### src/rtl/muldiv_iter.sv
// Iterative shift-add multiplier / restoring divider with HI/LO result.
// Define MULDIV_EARLY_OUT_EN to let multiplies finish once the multiplier runs out of set bits.
module muldiv_iter #(
  parameter int DATA_WIDTH = 32,
  parameter int CNT_WIDTH  = 6
) (
  input  logic                  clk,
  input  logic                  rst,
  input  logic                  start,
  input  logic [1:0]            op,
  input  logic [DATA_WIDTH-1:0] operand_1,
  input  logic [DATA_WIDTH-1:0] operand_2,
  input  logic                  flush,
  output logic                  stall_request,
  output logic                  busy,
  output logic                  done,
  output logic [DATA_WIDTH-1:0] hi_result,
  output logic [DATA_WIDTH-1:0] lo_result,
  output logic                  div_by_zero
);

  localparam int W = DATA_WIDTH;
  localparam logic [CNT_WIDTH-1:0] LAST = CNT_WIDTH'(W - 1);

  typedef enum logic [1:0] {IDLE, CALC, FIX, DONE} state_t;

  state_t state, state_nxt;

  logic                 is_div;
  logic                 sign_lo;
  logic                 sign_hi;
  logic                 dbz;
  logic [W-1:0]         a_q;
  logic [W-1:0]         b_q;
  logic [2*W-1:0]       acc;
  logic [CNT_WIDTH-1:0] cnt;

  logic           launch;
  logic           s1;
  logic           s2;
  logic [W-1:0]   abs1;
  logic [W-1:0]   abs2;
  logic [W:0]     mul_sum;
  logic [2*W-1:0] mul_nxt;
  logic [W:0]     div_rs;
  logic           div_ge;
  logic [W-1:0]   div_diff;
  logic [2*W-1:0] div_nxt;
  logic           calc_end;
  logic [2*W-1:0] prod_al;
  logic [2*W-1:0] prod;
  logic [W-1:0]   quo_f;
  logic [W-1:0]   rem_f;
  logic [W-1:0]   fix_hi;
  logic [W-1:0]   fix_lo;

  assign launch = (state == IDLE) && start && !flush;

  assign s1   = op[0] & operand_1[W-1];
  assign s2   = op[0] & operand_2[W-1];
  assign abs1 = s1 ? -operand_1 : operand_1;
  assign abs2 = s2 ? -operand_2 : operand_2;

  // multiplicand lands on the upper half, then everything shifts right
  assign mul_sum = {1'b0, acc[2*W-1:W]} + {1'b0, (b_q[0] ? a_q : '0)};
  assign mul_nxt = {mul_sum, acc[W-1:1]};

  // partial remainder stays below the divisor, so W bits of the difference suffice
  assign div_rs   = {acc[2*W-1:W], acc[W-1]};
  assign div_ge   = div_rs >= {1'b0, b_q};
  assign div_diff = div_rs[W-1:0] - b_q;
  assign div_nxt  = {(div_ge ? div_diff : div_rs[W-1:0]), acc[W-2:0], div_ge};

`ifdef MULDIV_EARLY_OUT_EN
  logic [CNT_WIDTH:0] shamt;
  assign calc_end = (cnt == LAST) || (!is_div && (b_q[W-1:1] == '0));
  assign shamt    = (CNT_WIDTH+1)'(W) - {1'b0, cnt};
  assign prod_al  = acc >> shamt;
`else
  assign calc_end = (cnt == LAST);
  assign prod_al  = acc;
`endif

  assign prod   = sign_lo ? -prod_al : prod_al;
  assign quo_f  = sign_lo ? -acc[W-1:0] : acc[W-1:0];
  assign rem_f  = sign_hi ? -acc[2*W-1:W] : acc[2*W-1:W];
  assign fix_hi = is_div ? rem_f : prod[2*W-1:W];
  assign fix_lo = is_div ? (dbz ? '1 : quo_f) : prod[W-1:0];

  always_ff @(posedge clk) begin
    if (rst) state <= IDLE;
    else     state <= state_nxt;
  end

  always_comb begin
    state_nxt = state;
    unique case (state)
      IDLE: if (launch) state_nxt = CALC;
      CALC: begin
        if (flush)         state_nxt = IDLE;
        else if (calc_end) state_nxt = FIX;
      end
      FIX:  state_nxt = flush ? IDLE : DONE;
      DONE: state_nxt = IDLE;
      default: state_nxt = IDLE;
    endcase
  end

  always_comb begin
    busy          = (state == CALC) || (state == FIX);
    done          = (state == DONE);
    stall_request = launch || busy;
    div_by_zero   = done && dbz;
  end

  always_ff @(posedge clk) begin
    if (rst) begin
      is_div    <= 1'b0;
      sign_lo   <= 1'b0;
      sign_hi   <= 1'b0;
      dbz       <= 1'b0;
      a_q       <= '0;
      b_q       <= '0;
      acc       <= '0;
      cnt       <= '0;
      hi_result <= '0;
      lo_result <= '0;
    end else begin
      if (launch) begin
        is_div  <= op[1];
        sign_lo <= s1 ^ s2;
        sign_hi <= s1;
        dbz     <= op[1] && (operand_2 == '0);
        a_q     <= abs1;
        b_q     <= abs2;
        acc     <= op[1] ? {{W{1'b0}}, abs1} : '0;
        cnt     <= '0;
      end else if (state == CALC) begin
        acc <= is_div ? div_nxt : mul_nxt;
        cnt <= cnt + 1'b1;
        if (!is_div) b_q <= b_q >> 1;
      end
      if (state == FIX && !flush) begin
        hi_result <= fix_hi;
        lo_result <= fix_lo;
      end
    end
  end

endmodule
### config.mk
export PLATFORM = sky130hd
export DESIGN_NAME = muldiv_iter
export DESIGN_NICKNAME = d
export VERILOG_FILES = /design/src/rtl/muldiv_iter.sv
export SDC_FILE = /design/constraint.sdc
export NUM_CORES = 1
export LEC_CHECK = 0
export ABC_AREA = 0
export CORE_MARGIN = 1.5
export CORE_UTILIZATION = 59
export CTS_CLUSTER_DIAMETER = 200
export DETAILED_ROUTE_END_ITERATION = 6
export PLACE_DENSITY = 0.82
export SLEW_MARGIN = 20
export SYNTH_ARGS = -nofsm -noshare
export SYNTH_HDL_FRONTEND = slang
export SYNTH_SLANG_ARGS = --single-unit
### constraint.sdc
create_clock -name clk -period 3.8 [get_ports clk]
set_input_delay 0.76 -clock clk [delete_from_list [all_inputs] [get_ports clk]]
set_output_delay 0.76 -clock clk [all_outputs]
set_load 0.02 [all_outputs]
==> metrics <==
CTS sink cnt=204; top-level I/O count=138; crit path DAT=4.05 ns; max-slew violations=0; vias in the first global route=14393; hold crit path type=reg2reg; gpl congestion=0.987; drt pass-1 iters=6; Die Span X=162 µm; DRC viols=0; grt total ovfl=0; Crit Path Category=reg2reg; Fin Setup TNS=0 ns; max_slew headroom=39.8%; Total Power=7620 µW; kind of end point of the critical path=flop; max-cap viol count=0; CTS max path bufs=3; Starting DRT DRC Count=1441; Max Clk Rate=0.280 GHz; Vias=15593; Filler Cells Inserted=2112; Commonest cells post-synth=215 x nor2_1, 204 x dfxtp_1, 183 x nand2_1; CP startpoint=b_q[8]; Synth Instances=1983; CP Launch Type=flop; CTS tree=yes; top_reg_cell synth=dfxtp_1; post-route cell area=17800 µm²; NumNets Final=2243; EDFF count, synth=0; Worst-Margin Slew=0.904 ns; Final period util=93.9%; Initial Utilization=59.8%; Cell Chain, Critical Path=inv_1 -> ha_1 -> nand4_1 -> or4_1 -> o41ai_2 -> a21oi_1 -> o21ba_2 -> a21o_1 -> buf_4 -> or3_1 -> a31oi_1 -> a21o_1; number of nets with antenna violations after routing=0; FFs w/ async S/R, synth=0%; fraction of layout cells with a size suffix above 1=7.47%; die height=162 µm; RSZ-0062 raised after global routing=no; Synth top area share=27.3%; Slowest-stage cell, CP=or4_1; Critical Path Most Common Cell=a21o_1; root buf cell=clkbuf_16; Final Hold Fails=0; power per cell area=427 nW/µm²; max incr delay on CP=0.63 ns; Synth area leader=dfxtp_1; post-layout util=71.2%; Core Rows=58; Buf/Inv on CP=2; initial antenna violation count=0; syn avg cell area=7.55 µm²; die area=26400 µm²; VDD IR max=0.000394 V; # setup viols final=0; Critical Path RT=4.28 ns; Leak=0.00690 µW; HPWL reported at the end of detailed placement=36400 µm; global-route wire length before repair=76300 µm; post-layout minimum cycle time=3.57 ns; Syn Nets=2129; Yosys cell types=73; largest fanout on the critical path=7; Mapped Area=15000 µm²; cts hold-fix bufs=0; hold path start=hi_result[23]; r2r startpoint=b_q[8]; postcts setup bufs=0; Seq/Total Area, Yosys=27.3%; Area after DPL=16900 µm²; crit-path leading delay family=compound AO/OA/AOI/OAI gates; ANT cells=0; Setup Skew=0.00887 ns; DRT Wirelength=48200 µm; Yosys reg bits=204; clock edge transition at the registers on the reported setup and hold paths=0.06 ns; IO Port Bufs=137; YS warnings=0; detail-routed via count per cell=6.38; drt wl/cell=19.7 µm; post-cts resize count=0; H-tree levels=1; outcome=complete, no violations; largest net degree at the start of global routing=85; Total GRT Usage=36.0%; reg-to-reg slack, setup=0.23 ns; top cells by area, synth=dfxtp_1 27%, a211oi_1 6.6%, ha_1 6.2%, nor2_1 5.4%, xor2_1 5.1%; most frequent cell after synthesis=nor2_1; Core Region=25000 µm²; Skew-Pair Late Insertion Delay=0.53 ns; synthesis-to-finish area growth=19.0%; number of CTS-inserted buffers=24
-- power breakdown --
group	internal, µW	leakage [µW]	switching (µW)
Clock	1600	0.000433	976
Sequential	2310	0.00166	218
Combinational	1010	0.00481	1510
-- worst register-to-register path: cells and delay by family (launching register included) --
kind            cells  cell delay (ns)
fa+ha+maj           1             0.41
compound gates      6             1.32
flops               1             0.34
buf+inv             2             0.26
simple gates        3             1.19
-- cell families (layout without fill, tap and decap cells) --
logic type      count (synthesis)  after routing  share of synthesized area, %
fa+ha+maj                      76             76                          6.45
buf+inv                       200            332                          5.10
simple gates                  664            664                          21.0
compound gates                615            615                          26.6
flops                         204            204                          27.3
mux                            55             55                          3.77
xor+xnor                      169            169                          9.88
-- placed cells by master (no fill, tap or decap), types with 23 or more instances in the layout --
cell type and count:
inv_1 71, clkbuf_16 24, buf_4 77, xor2_1 88
nor2_1 214, clkdlybuf4s50_1 136, ha_1 74, a21oi_1 148
nand3_1 26, nor4_1 23, o21ai_0 132, and2_1 38
mux2i_1 44, nand2_1 183, a21o_1 35, or3_1 34
xnor2_1 81, dfxtp_1 202, a211oi_1 132, nor3_1 60
-- flip-flops by register name (all words and copies together), names as in the netlist --
register / count
acc: 64
a_q: 32
b_q: 32
hi_result: 32
lo_result: 32
cnt: 6
state: 2
dbz: 1
is_div: 1
sign_hi: 1
sign_lo: 1
-- per-layer routing --
layer / routed length [µm] / global-route usage (%) / share of wire (%)
met3: 4090 / 4.13 / 8.5
met2: 22000 / 57.9 / 46
met5: 0 / 0 / 0
met4: 1510 / 12.1 / 3.1
met1: 20600 / 50.1 / 43
-- worst paths after layout --
path	to	cells past startpoint
setup reg to reg	acc[37]	12
hold reg to reg	hi_result[23]	2
hold / removal	hi_result[23]	2
setup / recovery	acc[37]	12
-- through the flow --
step	hold slack, ns	setup slack (ns)	cells
final	0.448	0.231	2445
after global routing	0.476	0.0339	2445
after CTS	0.452	0.0471	2445
after detailed placement	0.444	0.0842	2401
after global placement	0.437	0.136	2401
after floorplan	0.432	0.497	1983
-- cell type report --
type                    instances  area (µm²)  area share, %
clock inverters                 9         166          0.933
well taps                     330         413           2.32
clock buffers                  35         722           4.05
repair buffers                216        2000           11.2
flip-flops and latches        204        4090           22.9
multi-input cells            1579       10200           57.1
inverters                      72         270           1.52
Power figures use the tool's default switching activity.
